## config.mk

```make
export PLATFORM = sky130hd
export DESIGN_NAME = ext_align_pipe
export DESIGN_NICKNAME = d
export VERILOG_FILES = /design/src/rtl/ext_pkg.sv /design/src/rtl/ext_align_core.sv /design/src/rtl/ext_align_pipe.sv
export SDC_FILE = /design/constraint.sdc
export NUM_CORES = 1
export LEC_CHECK = 0
export ABC_AREA = 1
export BUFFER_PORTS_ARGS = -buffer_cell sky130_fd_sc_hd__buf_2
export CORE_UTILIZATION = 60
export DETAILED_ROUTE_END_ITERATION = 12
export HOLD_SLACK_MARGIN = 0.06
export PLACE_DENSITY = 0.91
export SYNTH_ARGS = -nofsm -noshare
export SYNTH_HDL_FRONTEND = slang
export SYNTH_SLANG_ARGS = --single-unit
```

## constraint.sdc

```tcl
create_clock -name clk -period 3.7 [get_ports clk]
set_clock_uncertainty 0.2 [all_clocks]
set_input_delay 0.555 -clock clk [delete_from_list [all_inputs] [get_ports clk]]
set_output_delay 0.555 -clock clk [all_outputs]
set_load 0.02 [all_outputs]
```

## src/rtl/ext_pkg.sv

```systemverilog
// Shared size encodings and helpers for the load-data extractor.
package ext_pkg;

    localparam logic [1:0] SZ_BYTE  = 2'b00;
    localparam logic [1:0] SZ_HALF  = 2'b01;
    localparam logic [1:0] SZ_WORD  = 2'b10;
    localparam logic [1:0] SZ_DWORD = 2'b11;

    function automatic int sz_bytes(input logic [1:0] size);
        return 1 << size;
    endfunction

endpackage

```

## src/rtl/ext_align_core.sv

```systemverilog
// Combinational field extract, sign/zero extend and alignment check.
module ext_align_core
    import ext_pkg::*;
#(
    parameter int DW   = 32,
    parameter int OFFW = $clog2(DW/8)
) (
    input  logic [DW-1:0]   data_i,
    input  logic [OFFW-1:0] off_i,
    input  logic [1:0]      size_i,
    input  logic            sext_i,
    output logic [DW-1:0]   data_o,
    output logic            err_o
);

    localparam int LW = $clog2(DW);

    logic [DW-1:0] sh;
    logic [DW-1:0] res;
    logic [LW-1:0] msb;
    logic          sgn;
    logic          illegal;
    logic          misal;
    int            szbits;

    always_comb begin
        szbits  = sz_bytes(size_i) * 8;
        sh      = data_i >> {off_i, 3'b000};
        illegal = szbits > DW;
        misal   = (off_i & OFFW'(sz_bytes(size_i) - 1)) != '0;
        // Clamp the sign index so an illegal size never reads past the bus.
        msb     = illegal ? '0 : LW'(szbits - 1);
        sgn     = sext_i & sh[msb];
        res     = '0;
        for (int i = 0; i < DW; i++) begin
            res[i] = (i < szbits) ? sh[i] : sgn;
        end
        err_o  = illegal | misal;
        data_o = err_o ? '0 : res;
    end

endmodule

```

## src/rtl/ext_align_pipe.sv

```systemverilog
// Registered extractor with 2-entry skid buffer and saturating error count.
module ext_align_pipe
    import ext_pkg::*;
#(
    parameter int DW   = 32,
    parameter int OFFW = $clog2(DW/8),
    parameter int CNTW = 8
) (
    input  logic            clk,
    input  logic            rst,
    input  logic            in_valid,
    output logic            in_ready,
    input  logic [DW-1:0]   in_data,
    input  logic [OFFW-1:0] in_off,
    input  logic [1:0]      in_size,
    input  logic            in_sext,
    output logic            out_valid,
    input  logic            out_ready,
    output logic [DW-1:0]   out_data,
    output logic            out_err,
    output logic [CNTW-1:0] err_cnt
);

    logic [DW-1:0]   core_data;
    logic            core_err;

    logic            main_v_q, main_v_d;
    logic [DW-1:0]   main_data_q, main_data_d;
    logic            main_err_q, main_err_d;
    logic            skid_v_q, skid_v_d;
    logic [DW-1:0]   skid_data_q, skid_data_d;
    logic            skid_err_q, skid_err_d;
    logic            rdy_q, rdy_d;
    logic [CNTW-1:0] cnt_q, cnt_d;
    logic            in_fire;
    logic            out_fire;

    ext_align_core #(
        .DW   (DW),
        .OFFW (OFFW)
    ) u_core (
        .data_i (in_data),
        .off_i  (in_off),
        .size_i (in_size),
        .sext_i (in_sext),
        .data_o (core_data),
        .err_o  (core_err)
    );

    always_comb begin
        main_v_d    = main_v_q;
        main_data_d = main_data_q;
        main_err_d  = main_err_q;
        skid_v_d    = skid_v_q;
        skid_data_d = skid_data_q;
        skid_err_d  = skid_err_q;
        cnt_d       = cnt_q;
        in_fire     = in_valid & rdy_q;
        out_fire    = main_v_q & out_ready;

        if (!main_v_q || out_fire) begin
            if (skid_v_q) begin
                main_v_d    = 1'b1;
                main_data_d = skid_data_q;
                main_err_d  = skid_err_q;
                skid_v_d    = 1'b0;
            end else begin
                main_v_d = in_fire;
                if (in_fire) begin
                    main_data_d = core_data;
                    main_err_d  = core_err;
                end
            end
        end else if (in_fire) begin
            skid_v_d    = 1'b1;
            skid_data_d = core_data;
            skid_err_d  = core_err;
        end

        rdy_d = !skid_v_d;

        if (in_fire && core_err && cnt_q != '1) begin
            cnt_d = cnt_q + 1'b1;
        end
    end

    always_ff @(posedge clk or negedge rst) begin
        if (!rst) begin
            main_v_q    <= 1'b0;
            main_data_q <= '0;
            main_err_q  <= 1'b0;
            skid_v_q    <= 1'b0;
            skid_data_q <= '0;
            skid_err_q  <= 1'b0;
            rdy_q       <= 1'b0;
            cnt_q       <= '0;
        end else begin
            main_v_q    <= main_v_d;
            main_data_q <= main_data_d;
            main_err_q  <= main_err_d;
            skid_v_q    <= skid_v_d;
            skid_data_q <= skid_data_d;
            skid_err_q  <= skid_err_d;
            rdy_q       <= rdy_d;
            cnt_q       <= cnt_d;
        end
    end

    assign in_ready  = rdy_q;
    assign out_valid = main_v_q;
    assign out_data  = main_data_q;
    assign out_err   = main_err_q;
    assign err_cnt   = cnt_q;

endmodule

```

* After elaboration in Yosys (flattened, before gate mapping)
Cells that the tools add are included.
Operators by class: eq/ne operators 1, add/sub/neg operators 3, multiplexer cells 43, reductions and logical operators 9, order comparisons 34, shift-type cells 2, bitwise operators 6
Operator list (count):
- 6-bit by 32-bit < comparator with 1-bit output (first input constant) | 16
- 5-bit by 32-bit < comparator with 1-bit output (first input constant) | 8
- 4-bit by 32-bit < comparator with 1-bit output (first input constant) | 4
- 32-bit 2-to-1 mux | 3
- 3-bit by 32-bit < comparator with 1-bit output (first input constant) | 2
- 1-bit 2-to-1 mux | 38
- 32-bit by 7-bit greater-than comparator with 1-bit output (second input constant) | 1
- 1-bit by 32-bit < comparator with 1-bit output (first input constant) | 1
- 2-bit by 32-bit < comparator with 1-bit output (first input constant) | 1
- 32-bit by 5-bit >> shifter with 32-bit output | 1
- 1-bit by 2-bit << shifter with 29-bit output (first input constant) | 1
- 8-bit by 1-bit adder with 8-bit output (second input constant) | 1
- 8-bit inequality test (second input constant) | 1
- 5-bit by 6-bit < comparator with 1-bit output (second input constant) | 1
- 1-bit binary-select mux with 5-bit select | 1
- 5-bit 2-to-1 mux | 1
- 5-bit by 2-bit subtractor with 5-bit output (second input constant) | 1
- 2-bit AND reduction | 2
- 2-bit nonzero test | 2
- 1-bit bitwise AND | 3
- 2-bit bitwise AND | 1
- 1-bit logical AND | 2
- 1-bit zero test | 2
- 2-bit subtractor (second input constant) | 1
- 3 further kinds | 3
Storage, ports and cells: output and inout port bits 43, register bits after elaboration 77

* Logic depth before layout (Yosys ltp)
Gate-level depths: netlist (run 1).
word-level depth 10, gate-level depth with buffers 14, depth with buffers taken out 14

* Cells and area by module
A second synthesis (run 1) with hierarchy kept.
Unflattened totals: cells, all modules 661, area, all modules 4591.9 µm²
By module, submodules not included:
- ext_align_pipe | area each 3490.8 µm², cells each 432, instances 1
- ext_align_core | area each 1101.1 µm², cells each 229, instances 1

* Worst setup path after synthesis (run 1)
Ideal clock, no wire load.
kind input port to flip-flop, start input in_size[0], end register cnt_q[7] (netlist: err_cnt[7]), data required time 3420 ps, library setup time 80 ps, data arrival time 2085 ps, buffers on the path 0, stages on the path 11, setup slack 1335 ps, cell sequence inv_1 ha_1 ha_1 nor2_1 nor3_2 inv_2 nand3_2 nor2_1 nand3_1 nor2_1 xor2_1
Between the ends: word-level cells in the longest chain between the ends 7, elaborated cells between the ends (all ways) 8, classes of those cells 1 x add/sub; 1 x order compare; 1 x shift; 2 x bitwise; 3 x reduce/logical
Ends and longest elaborated chain:
- start: declaration | line ext_align_pipe.sv:15 | input logic [1:0] in_size,
- 1-bit by 2-bit << shifter with 29-bit output (*) | line ext_pkg.sv:10 | return 1 << size;
- parallel branches: the longest is 3 deep, another holds 32-bit by 7-bit greater-than comparator with 1-bit output
- 1-bit OR (*) | line ext_align_core.sv:38 | err_o = illegal | misal;
- 1-bit logical AND (*) (2 in a row) | line ext_align_pipe.sv:82 | if (in_fire && core_err && cnt_q != '1) begin
- end signal: assignment | line ext_align_pipe.sv:105 | cnt_q <= cnt_d;
- end: declaration | line ext_align_pipe.sv:34 | logic [CNTW-1:0] cnt_q, cnt_d;
Mark *: on every way between the ends. A chain may end at the register's enable or synchronous reset.

* Worst setup path in the final report (run 1)
start input in_size[0], end register skid_data_q[16]
Between the ends: word-level cells in the longest chain between the ends 8, elaborated cells between the ends (all ways) 14, classes of those cells 2 x add/sub; 2 x order compare; 1 x shift; 5 x mux; 3 x bitwise; 1 x reduce/logical
Ends and longest elaborated chain:
- 1-bit by 2-bit << shifter with 29-bit output (*) | line ext_pkg.sv:10
- 32-bit by 7-bit greater-than comparator with 1-bit output or 5-bit by 2-bit subtractor with 5-bit output (tied branches) | line ext_align_core.sv:29, ext_align_core.sv:32
- 5-bit 2-to-1 mux | line ext_align_core.sv:32 | msb = illegal ? '0 : LW'(szbits - 1);
- 1-bit binary-select mux with 5-bit select | line ext_align_core.sv:33 | sgn = sext_i & sh[msb];
- 1-bit 2-to-1 mux (not written as such) | line ext_align_core.sv:33
- 1-bit bitwise AND | line ext_align_core.sv:33
- 1-bit 2-to-1 mux | line ext_align_core.sv:36 | res[i] = (i < szbits) ? sh[i] : sgn;
- 32-bit 2-to-1 mux (*) | line ext_align_core.sv:39 | data_o = err_o ? '0 : res;
- end signal: assignment | line ext_align_pipe.sv:102 | skid_data_q <= skid_data_d;
- end: declaration | line ext_align_pipe.sv:31 | logic [DW-1:0] skid_data_q, skid_data_d;
Mark *: on every way between the ends. The rest lies on a longest branch, timed or not. The select of a mux whose other input is x is not followed.

==> run metrics, run 1 <==
Yosys Warn Count=0; Setup Viol. Count Final=0; HP Class=input port to async pin; Layout area overhead=13.7%; total negative slack=0 ns; Die Area=roughly 7700 um^2; total grt overflow=0; Root Driver=clkbuf_8; Reg2Reg Depth=8; fin crit share=0.688; leakage=~2.8 nW; Syn Nets=approximately 650; leading cell type in the layout, fill and taps excluded=nand2_1; Synth Cell Area=about 4400 um^2; Reg-to-Reg Start=out_valid; Die Ht=between 80 and 90 um; max_cap viols=0; final setup margin=around 1.2 ns; Reg2Reg Capture Point=out_data[31]; GR Util All Layers=0.301; I/O pins=84; Routed WL per cell=about 14 um; Synth cell types=31; CP startpoint kind=input port; Starting Density=0.633; WP data required=around 3.8 ns; Seq/Total Area, Yosys=0.438; FMAX=0.393 GHz; Final min period=roughly 2.5 ns; CP Class=input port to flop; Max IR drop VDD=~270 uV; CTS tree=yes; Die W=about 90 um; number of routed nets with antenna violations=0; H-Tree Depth=3; clk_lat worst skew=roughly 0.35 ns; drt drc=0; postcts setup bufs=0; post-synthesis register bit count=between 70 and 80; layout cells sized above 1=0.197; Slew HR=0.369; cell area after layout=5000 um^2; Iter 0 DRT Violations=~350; CP endpoint kind=flop; DP Worst Slack=~0.84 ns; CP arrival=between 2 and 3 ns; Max Slew Vio Count=0; row count=30; via count=approximately 4,100; clk sinks=77; Post-Syn Instances=600; R2R Setup Slk=approximately 1.6 ns; Cell Pwr Density=~540 nW/um^2; clk buf depth=2; Detailed Route WL=between 10,000 and 15,000 um; number of CTS-inserted buffers=9; Placed Cells=749; Cell Area, Placed=4820 um^2; Routability Congestion=a little over 0.9; hpwl dp=about 7600 um; maximum fanout along the worst path=20; Reg clk slew, reported paths=0.09 ns; antenna violations before repair=0; Detailed Routing Iterations Pass 1=6; Final Hold Fails=0; vias in the first global route=around 3,800; n_diodes=0; Hold-fix buffers, CTS=0; Slew @ Worst Pin=between 0.9 and 1 ns; Nets=713; most frequent cells in the layout=205 x nand2_1, 87 x nor2_1, 82 x buf_2; floorplan core area=a little under 7000 um^2; I/O Buffers=83; Layout Cells excl Fill=~770; first-pass GRT wire length=~18,000 um; DR vias/cell=~5.4; largest net degree at the start of global routing=78; run status=completed; post-cts sizing count=0; RSZ-0062 raised after global routing=no; Avg Cell Area, Syn=7.33 um^2
[area by class of cell]
type | instances | area [um^2]
Fill cell | 582 | 1940
Sequential cell | 77 | 1930
Multi-Input combinational cell | 459 | 2210
Timing Repair Buffer | 88 | 455
Tap cell | 96 | 120
Clock buffer | 9 | 124
Clock inverter | 7 | 57.6
Inverter | 29 | 109
[how the worst max path moves through the flow]
stage | slack (ns) | depth (start not counted) | to | startpoint
floorplan | 1.33 | 11 | err_cnt[7] | in_size[0]
global placement | 0.95 | 12 | err_cnt[7] | in_size[0]
detailed placement | 0.84 | 9 | skid_data_q[16] | in_size[0]
CTS | 1.20 | 12 | err_cnt[7] | in_size[0]
global route | 1.0 | 9 | skid_data_q[16] | in_size[0]
finish | 1.15 | 9 | skid_data_q[16] | in_size[0]
[registers in the layout, indices dropped and copies added, names as in the netlist]
register	flops
err_cnt	8
skid_data_q	32
out_data	32
out_err	1
in_ready	1
out_valid	1
skid_v_q	1
skid_err_q	1
[per-stage QoR]
stage / total power [mW] / util / hold slack, ns
floorplan: 1.81 / - / 0.0594
global placement: 2.07 / 0.694 / 0.257
detailed placement: 2.11 / 0.694 / 0.259
CTS: 2.71 / 0.720 / 0.172
global route: 2.87 / 0.720 / 0.219
finish: 2.70 / 0.720 / 0.136
[cell families after synthesis]
group / Yosys count / synth area share
AND/OR/NAND/NOR: 372 / 0.362
flip-flops: 77 / 0.438
AO/OA/AOI/OAI: 68 / 0.0916
buffers and inverters: 64 / 0.0620
adder cells (fa/ha/maj): 8 / 0.0228
XOR/XNOR: 7 / 0.0139
multiplexers: 4 / 0.00939
[cell usage after synthesis (all sizes together)]
cell type / instances / area share
a21oi: 4 / 0.0046
buf: 17 / 0.022
clkbuf: 18 / 0.015
dfrtp: 77 / 0.44
ha: 8 / 0.023
inv: 29 / 0.025
mux2: 1 / 0.0026
mux2i: 3 / 0.0068
nand2: 212 / 0.19
nand3: 63 / 0.083
nand4: 1 / 0.0014
nor2: 88 / 0.076
nor3: 2 / 0.0034
o211ai: 13 / 0.022
o21ai: 42 / 0.048
o311ai: 6 / 0.012
o31ai: 3 / 0.0051
or2: 6 / 0.0085
xnor2: 2 / 0.0040
xor2: 5 / 0.010
[critical path, stage by stage]
cell and delay [ns]:
buf_2 0.10, inv_1 0.08, ha_1 0.31, ha_1 0.33, nor2_1 0.06, nor3_4 0.44
buf_4 0.38, nand3_1 0.16, o21ai_0 0.19
[per-layer routing]
layer | GRT usage | share of wire | up-vias
met5 | 0 | 0 | -
met3 | 0.0518 | 0.038 | 28
met4 | 0.119 | 0.024 | 0
met1 | 0.390 | 0.44 | 1933
li1 | - | - | 2051
met2 | 0.504 | 0.50 | 126
[report_power, final]
group          leakage [nW]  internal, mW  switching [mW]  total, mW
Combinational          1.74         0.304           0.604      0.908
Clock                0.0881         0.253           0.348      0.600
Sequential             1.00          1.05           0.137       1.19
Total                  2.83          1.61            1.09       2.70
(Power assumes the default switching activity.)
==> inputs of run 2 (changes only) <==
- ABC_AREA: 1 -> 0
- CORE_UTILIZATION: 60 -> 50
- PLACE_DENSITY: 0.91 -> 0.82
- clock period: 3.7 -> 2.1 ns (I/O delays scaled with it)
==> run metrics, run 2 <==
run status=finished, violations left; failing checks=setup timing; Die Area=about 8600 um^2; cell taking the most area after synthesis=dfrtp_1; crit path launch=in_size[0]; fin crit share=1.03; Post-Syn Instances=between 400 and 500; clk sinks=77; CP endpoint kind=flop; Hold Startpoint=in_data[20]; Setup Viol. Count Final=33; antenna violations before repair=0; Reg clk slew, reported paths=~0.08 ns; post-synthesis async set-or-reset flop share=1.00; Reg-to-Reg Start=in_ready; layout cells sized above 1=0.395; Seq/Total Area, Yosys=0.466; Cell Pwr Density=between 800 and 900 nW/um^2; n_diodes=0; vias in the first global route=between 3,000 and 4,000; maximum fanout along the worst path=7; most frequent cells in the layout=79 x buf_2, 77 x dfrtp_1, 59 x nand2_1; largest net degree at the start of global routing=47; HP Class=input port to flop; Detailed Routing Iterations Pass 1=6; RSZ-0062 raised after global routing=yes; cell area after layout=between 5000 and 6000 um^2; final setup margin=-0.0578 ns; number of synthesized flops with an enable pin=0; Root Driver=clkbuf_8; Final Hold Fails=0; Iter 0 DRT Violations=389; Cell Area, Placed=~5000 um^2; Final min period=around 2.2 ns; leakage=2.86 nW; DR vias/cell=~6.2; Nets=628; max_cap viols=0; Syn Nets=493; row count=32; CP Class=input port to flop; Synth top area share=0.466; Max Slew Vio Count=0; total negative slack=-0.995 ns; H-Tree Depth=3; FMAX=0.463 GHz; leading cell type in the layout, fill and taps excluded=buf_2; slowest cell delay on critical path=between 0.4 and 0.5 ns; top-count cell post-synth=dfrtp_1; Max IR drop VDD=363 uV; drt drc=0; Synth Cell Area=around 4100 um^2; number of routed nets with antenna violations=0; WP data required=about 2.2 ns; Routability Congestion=between 0.9 and 1; Avg Cell Area, Syn=a little over 9 um^2; floorplan core area=approximately 7800 um^2; cells along the critical path=buf_6 > buf_6 > ha_4 > mux4_2 > nor3_4 > a2111oi_4 > buf_6 > or3_4 > a32o_2; hpwl dp=between 8000 and 9000 um; Detailed Route WL=roughly 13,000 um; clk_lat worst skew=between 0.3 and 0.4 ns; Synth area leaders=dfrtp_1 47%, o21ai_0 6.2%, mux2i_1 5.6%; CP max stage cell=or3_4; fillcell total=520; synth cell count leaders=77 x dfrtp_1, 59 x nand2_1, 51 x o21ai_0, 41 x a21oi_1, 27 x and3_1; CP startpoint kind=input port; Die Ht=roughly 93 um; Yosys Warn Count=0; I/O pins=84; total grt overflow=0; fin util=0.734; clk buf depth=2; Slew HR=0.610; Routed WL per cell=a little under 20 um; via count=around 4,300; CTS tree=yes; ys flop type=dfrtp_1; Slew @ Worst Pin=between 0.5 and 0.6 ns; Layout Cells excl Fill=just under 700; number of CTS-inserted buffers=9; Layout area overhead=39.4%; Starting Density=0.527; I/O Buffers=83; Placed Cells=653; first-pass GRT wire length=between 15,000 and 20,000 um; GR Util All Layers=0.303; Most Frequent Cell on Critical Path=buf_6; post-synthesis register bit count=a little under 80; Die W=around 93 um; CP arrival=2.21 ns; Synth cell types=42
run 2: changes by cell type in the layout (fill, tap and decap cells not counted), sizes merged, moves of 13 or more:
cell and change:
o211ai -13, inv -23, a21oi +37, and3 +27, buf +61, mux2i +20
nor2 -68, nand2 -153, nand3 -51
run 2: final cells by class:
class	instances	area (um^2)	share of cell area
Timing Repair Buffer	153	1020	0.178
Clock inverter	4	47.5	0.00825
Sequential cell	77	1930	0.334
Inverter	9	36.3	0.00630
Multi-Input combinational cell	329	2450	0.425
Clock buffer	11	151	0.0263
Tap cell	102	128	0.0221
run 2: final timing paths:
check	cells after the start	slack [ns]	endpoint
worst min register to register	2	0.28	skid_data_q[28]
worst max-delay path	9	-0.06	skid_data_q[17]
min in group asynchronous	2	0.23	err_cnt[5]
max in group asynchronous	3	0.89	out_data[12]
worst min-delay path	3	0.11	skid_data_q[12]
worst max register to register	6	0.22	out_data[19]
run 2: logic make-up (layout without fill, tap and decap cells):
logic type / count (synthesis) / in the layout / synth area share
muxes: 29 / 29 / 0.0748
xor gates and xnor gates: 7 / 7 / 0.0148
DFF: 77 / 77 / 0.466
and+or+nand+nor: 153 / 154 / 0.182
AOI/OAI and AO/OA: 131 / 131 / 0.197
buffers and inverters: 39 / 177 / 0.0409
adders and majority gates: 8 / 8 / 0.0242
run 2: through the flow:
stage	power, mW	worst slack, ns	hold slack, ns
global route	4.87	-0.164	0.147
global placement	3.22	-0.777	0.0756
detailed placement	3.29	-0.826	0.0866
floorplan	2.75	-0.378	-0.181
CTS	4.52	-0.0836	0.108
finish	4.66	-0.0578	0.115
run 2: critical path, delay by kind of cell:
kind                     cells  cell delay (ns)
buffers and inverters        3             0.38
multiplexers                 1             0.31
AO/OA/AOI/OAI                2             0.36
AND/OR/NAND/NOR              2             0.68
adder cells (fa/ha/maj)      1             0.16
run 2: routing by layer:
layer,track usage,wire length (um),vias up
met4,0.153,587,0
met1,0.403,5200,2035
met5,0,0,-
li1,-,-,1884
met3,0.0493,1020,75
met2,0.478,6420,269
run 2: timing repair:
action                                  CTS  global route
cloned                                    1             0
hold buffers                              3             0
setup buffers                            11             9
endpoints found under the setup margin   71            71
resized for setup                        58            63
hold endpoints to repair                 33             0
pin swaps                                35            23
run 2: power breakdown:
part,switching [mW],total [mW],internal [mW]
clock,0.555,1.16,0.603
combinational,0.926,1.54,0.611
sequential,0.199,1.96,1.77
total,1.68,4.66,2.98
